$ cat src/rtl/mem_access_unit.sv
// Load/store initiator between the MEM stage and a word-wide data memory; sub-word stores use a two-cycle read-modify-write.
// Optional MAU_ALIGN_CHECK_EN: reject misaligned halfword/word requests and pulse Misaligned.
module mem_access_unit #(
    parameter int ADDR_W = 32
) (
    input  logic              Clk,
    input  logic              Reset,
    input  logic              Req,
    input  logic              ReqWrite,
    input  logic [1:0]        ReqSize,
    input  logic              ReqSigned,
    input  logic [ADDR_W-1:0] ReqAddr,
    input  logic [31:0]       ReqWData,
    output logic [ADDR_W-1:0] MemAddress,
    output logic [31:0]       MemWriteData,
    output logic              MemWrite,
    output logic              MemRead,
    input  logic [31:0]       MemReadData,
    output logic [31:0]       LoadData,
    output logic              LoadValid,
    output logic              Stall,
    output logic              Misaligned
);
    typedef enum logic {IDLE, RMW} state_t;

    state_t            state;
    logic [ADDR_W-1:0] rmw_addr_p1;
    logic [31:0]       rmw_data_p1;
    logic [31:0]       load_data_p1;
    logic              vld_p1;
    logic              accept;
    logic              ok;
    logic              is_word;
    logic              load;
    logic              word_store;
    logic              sub_store;
    logic [ADDR_W-1:0] word_addr;

    function automatic logic [31:0] extend_lane(input logic [31:0] word, input logic [1:0] size,
                                                input logic [1:0] lane, input logic sgn);
        logic signed [7:0]  b;
        logic signed [15:0] h;
        logic [31:0]        r;
        b = word[{lane, 3'b000} +: 8];
        h = word[{lane[1], 4'b0000} +: 16];
        if (size == 2'b00)
            r = sgn ? 32'(b) : {24'd0, b};
        else if (size == 2'b01)
            r = sgn ? 32'(h) : {16'd0, h};
        else
            r = word;
        return r;
    endfunction

    function automatic logic [31:0] merge_lane(input logic [31:0] word, input logic [15:0] wdata,
                                               input logic [1:0] size, input logic [1:0] lane);
        logic [31:0] r;
        r = word;
        if (size == 2'b00)
            r[{lane, 3'b000} +: 8] = wdata[7:0];
        else
            r[{lane[1], 4'b0000} +: 16] = wdata;
        return r;
    endfunction

    assign accept    = Req && (state == IDLE) && !Reset;
    assign is_word   = ReqSize[1];
    assign word_addr = {ReqAddr[ADDR_W-1:2], 2'b00};

`ifdef MAU_ALIGN_CHECK_EN
    logic misalign;
    logic misaligned_p1;
    assign misalign = (ReqSize == 2'b01) ? ReqAddr[0] :
                      (is_word ? (ReqAddr[1:0] != 2'b00) : 1'b0);

    always_ff @(posedge Clk) begin
        if (Reset)
            misaligned_p1 <= 1'b0;
        else
            misaligned_p1 <= accept && misalign;
    end
    assign Misaligned = misaligned_p1;
`else
    logic misalign;
    assign misalign   = 1'b0;
    assign Misaligned = 1'b0;
`endif

    assign ok         = accept && !misalign;
    assign load       = ok && !ReqWrite;
    assign word_store = ok && ReqWrite && is_word;
    assign sub_store  = ok && ReqWrite && !is_word;
    assign Stall      = (state == RMW);

    // Reset gates the pending RMW write so a dropped store never reaches memory.
    always_comb begin
        MemRead      = load || sub_store;
        MemWrite     = 1'b0;
        MemAddress   = '0;
        MemWriteData = '0;
        if (state == RMW) begin
            MemWrite     = !Reset;
            MemAddress   = rmw_addr_p1;
            MemWriteData = rmw_data_p1;
        end else if (ok) begin
            MemAddress   = word_addr;
            MemWrite     = word_store;
            MemWriteData = word_store ? ReqWData : '0;
        end
    end

    // Stage p1: extended load result, FSM state
    always_ff @(posedge Clk) begin
        if (Reset) begin
            state        <= IDLE;
            vld_p1       <= 1'b0;
            load_data_p1 <= '0;
        end else begin
            vld_p1 <= load;
            if (load)
                load_data_p1 <= extend_lane(MemReadData, ReqSize, ReqAddr[1:0], ReqSigned);
            state <= sub_store ? RMW : IDLE;
        end
    end

    // Stage p1: merged word and address held for the RMW write cycle
    always_ff @(posedge Clk) begin
        if (sub_store) begin
            rmw_addr_p1 <= word_addr;
            rmw_data_p1 <= merge_lane(MemReadData, ReqWData[15:0], ReqSize, ReqAddr[1:0]);
        end
    end

    assign LoadData  = load_data_p1;
    assign LoadValid = vld_p1;

endmodule

$ cat config.mk
export PLATFORM = sky130hd
export DESIGN_NAME = mem_access_unit
export DESIGN_NICKNAME = d
export VERILOG_FILES = /design/src/rtl/mem_access_unit.sv
export SDC_FILE = /design/constraint.sdc
export NUM_CORES = 1
export LEC_CHECK = 0
export ABC_CLOCK_PERIOD_IN_PS = 3760
export BUFFER_PORTS_ARGS = -buffer_cell sky130_fd_sc_hd__buf_2
export CAP_MARGIN = 20
export CORE_MARGIN = 8
export CORE_UTILIZATION = 40
export CTS_CLUSTER_SIZE = 14
export DETAILED_ROUTE_END_ITERATION = 8
export GPL_ROUTABILITY_DRIVEN = 0
export PLACE_DENSITY = 0.69
export SYNTH_ARGS = -nofsm -noshare
export SYNTH_HDL_FRONTEND = slang
export SYNTH_SLANG_ARGS = --single-unit
$ cat constraint.sdc
create_clock -name Clk -period 3.76 [get_ports Clk]
set_input_delay 0.188 -clock Clk [delete_from_list [all_inputs] [get_ports Clk]]
set_output_delay 0.188 -clock Clk [all_outputs]
set_load 0.005 [all_outputs]
==> qor.yml <==
cts_max_level: 3
path_clk_slew_ps: 70
hold_violations: 0
dp.final_hpwl_um: 12800
fin_tns_setup_ps: 0
cp-end-kind: "output port"
avgViaCountPerCell: 5.89
drt_iter0_drc: 282
yosys_warnings: 0
syn_inst: 431
io_buffers: 200
status: "finished, final reports clean"
die_x_um: 127
rrSetupSlack_ps: 1730
min_path_type: "input port to register"
relSlewSlack: 0.504
drtAntennaViolNets: 0
clock-sinks: 96
skew_ps: 4.10
die_y_um: 127
power_density_mw_per_mm2: 409
insertion_delay_ps: 340
drive_above_1_share: 0.379
min_to: "rmw_addr_p1[4]"
irDropWorstVdd_mv: 0.222
synth-seq-cells: 96
initial_utilization: 0.410
critPathMaxFanout: 33
root_buffer: "clkbuf_16"
synth.avg_cell_area_um2: 11.4
final_max_slew_viol_count: 0
finalCritPeriodShare: 0.610
synth_top_cell_by_area: "edfxtp_1"
synthMostInstantiatedCell: "a22o_1"
grt_overflow: 0
drc_errors: 0
fin_util: 0.522
timing.final.crit_period_ps: 2290
worst_setup_path_start_kind: "register"
ys_async_sr_fraction: 0
critPathKind: "register to output port"
cts_buffers: 9
synth_top_area_frac: 0.378
nets: 713
setup_viol: 0
grt_pass1_vias: 4627
r2r_end: "rmw_data_p1[4]"
cp.required_ps: 3570
ys.flop_type: "edfxtp_1"
power_frac_seq: 0.462
p_clk_frac: 0.383
multi_input_area_mm2: 0.00216
diodes: 0
grt_pass1_wl_um: 25400
switching_share: 0.249
rows: 40
whs_ps: 32.2
synth_area_mm2: 0.00492
cts_setup_buffers: 0
ios: 204
syn2layout_area_growth_pct: 27.4
routedWlPerCell_um: 22.2
n_fill_cell: 1087
cts_resized: 0
reg2reg_depth: 3
cts_tree: "built"
ys_types: 40
synthTopCellsByCount: "a22o_1, edfxtp_1, dfxtp_1"
seq_area_frac_synth: 0.517
vias: 4460
netlist_top_cells_area: "edfxtp_1, a22o_1, dfxtp_1, a221o_1, o22a_1"
grt_max_degree: 66
internal_power_uw: 1930
p_comb_frac: 0.155
cts_hold_buffers: 0
min_from: "ReqAddr[4]"
grt_usage: 0.200
seqCellArea_mm2: 0.00254
worstPathArrival_ps: 2110
dr.pass1.iters: 5
rsz0062_at_grt: "no"
p_leak_uw: 0.00291
antenna_found_initial: 1
tightest_slew_ps: 744
maxCapViolCount: 0
max_freq_mhz: 436
p_sw_uw: 639
wirelength_um: 16800
synth_edf_count: 62
hold_depth: 1
fp.coreArea_mm2: 0.0120
cts_buffer_depth: 2
die_area_mm2: 0.0161
r2r_start: "Stall"
## cell usage in the layout (no fill, tap or decap), types with 3 or more instances in the layout
cell | synthesis | final
a21o_1 | 9 | 9
a21oi_1 | 26 | 26
a221o_1 | 16 | 16
a22o_1 | 85 | 85
a22oi_1 | 9 | 9
a2bb2oi_1 | 7 | 7
a31oi_1 | 8 | 8
and3_1 | 18 | 18
buf_2 | 14 | 200
buf_4 | 6 | 6
clkbuf_16 | 0 | 9
clkinvlp_4 | 0 | 3
conb_1 | 1 | 3
dfxtp_1 | 34 | 33
edfxtp_1 | 62 | 62
ha_1 | 5 | 5
mux2i_1 | 7 | 7
nand2_1 | 18 | 18
nand3b_1 | 7 | 7
nor2_1 | 7 | 7
o21ai_0 | 15 | 15
o21ai_1 | 12 | 12
o22a_1 | 16 | 16
## layer usage
metal  part of all wire  vias to the layer above  GRT usage
met5            0.00077                        -          0
met4              0.012                        2     0.0539
met3               0.10                       18     0.0733
met2               0.46                      228      0.318
met1               0.42                     2128      0.251
li1                   -                     2084          -
## layout make-up
type | count | share of cell area
Inverter | 3 | 0.00180
Tap cell | 147 | 0.0293
Clock inverter | 7 | 0.0154
Sequential cell | 96 | 0.406
Clock buffer | 9 | 0.0359
Timing Repair Buffer | 206 | 0.167
Multi-Input combinational cell | 289 | 0.345
## power by group through the flow
stage	logic [uW]	clock network [uW]	registers, uW
floorplan	209	0	1210
global placement	389	0	1210
global route	435	1040	1190
detailed placement	397	0	1210
CTS	399	1000	1180
finish	398	984	1180
## logic make-up (layout without fill, tap and decap cells)
logic type                 Yosys count  in the layout  share of synthesized area
DFF                                 96             96                      0.517
other                                1              3                   0.000762
and+or+nand+nor                     68             68                     0.0806
AOI/OAI and AO/OA                  204            204                      0.318
muxes                                9              9                     0.0234
adders and majority gates            5              5                     0.0127
buffers and inverters               48            225                     0.0478
## worst max path at each step
stage,cells after the start,end,start
2_1_floorplan,3,rmw_addr_p1[10],Stall
3_3_place_gp,7,rmw_data_p1[17],ReqAddr[1]
3_5_place_dp,7,rmw_data_p1[17],ReqAddr[1]
4_1_cts,6,MemWriteData[13],Stall
5_1_grt,6,MemWriteData[13],Stall
6_report,6,MemWriteData[1],Stall
## per-stage QoR
stage / instances / setup slack [ps] / power, uW / cell area, um2
2_1_floorplan: 433 / 998 / 1420 / 4930
3_3_place_gp: 741 / 1440 / 1600 / 5950
3_5_place_dp: 741 / 1320 / 1600 / 5950
4_1_cts: 757 / 1430 / 2590 / 6270
5_1_grt: 757 / 1320 / 2670 / 6270
6_report: 757 / 1470 / 2570 / 6270
## flip-flops by register name, indices dropped and copies added (netlist names)
register     cells
LoadData        32
LoadValid        1
Stall            1
rmw_addr_p1     30
rmw_data_p1     32
## worst max-delay path, cell delays in order, from the launching register on
cell	delay [ps]
dfxtp_2	340
nor3b_4	180
buf_4	350
and3_1	210
buf_4	330
a22o_1	200
buf_2	130
No activity file was read; power rests on OpenSTA's default activity.
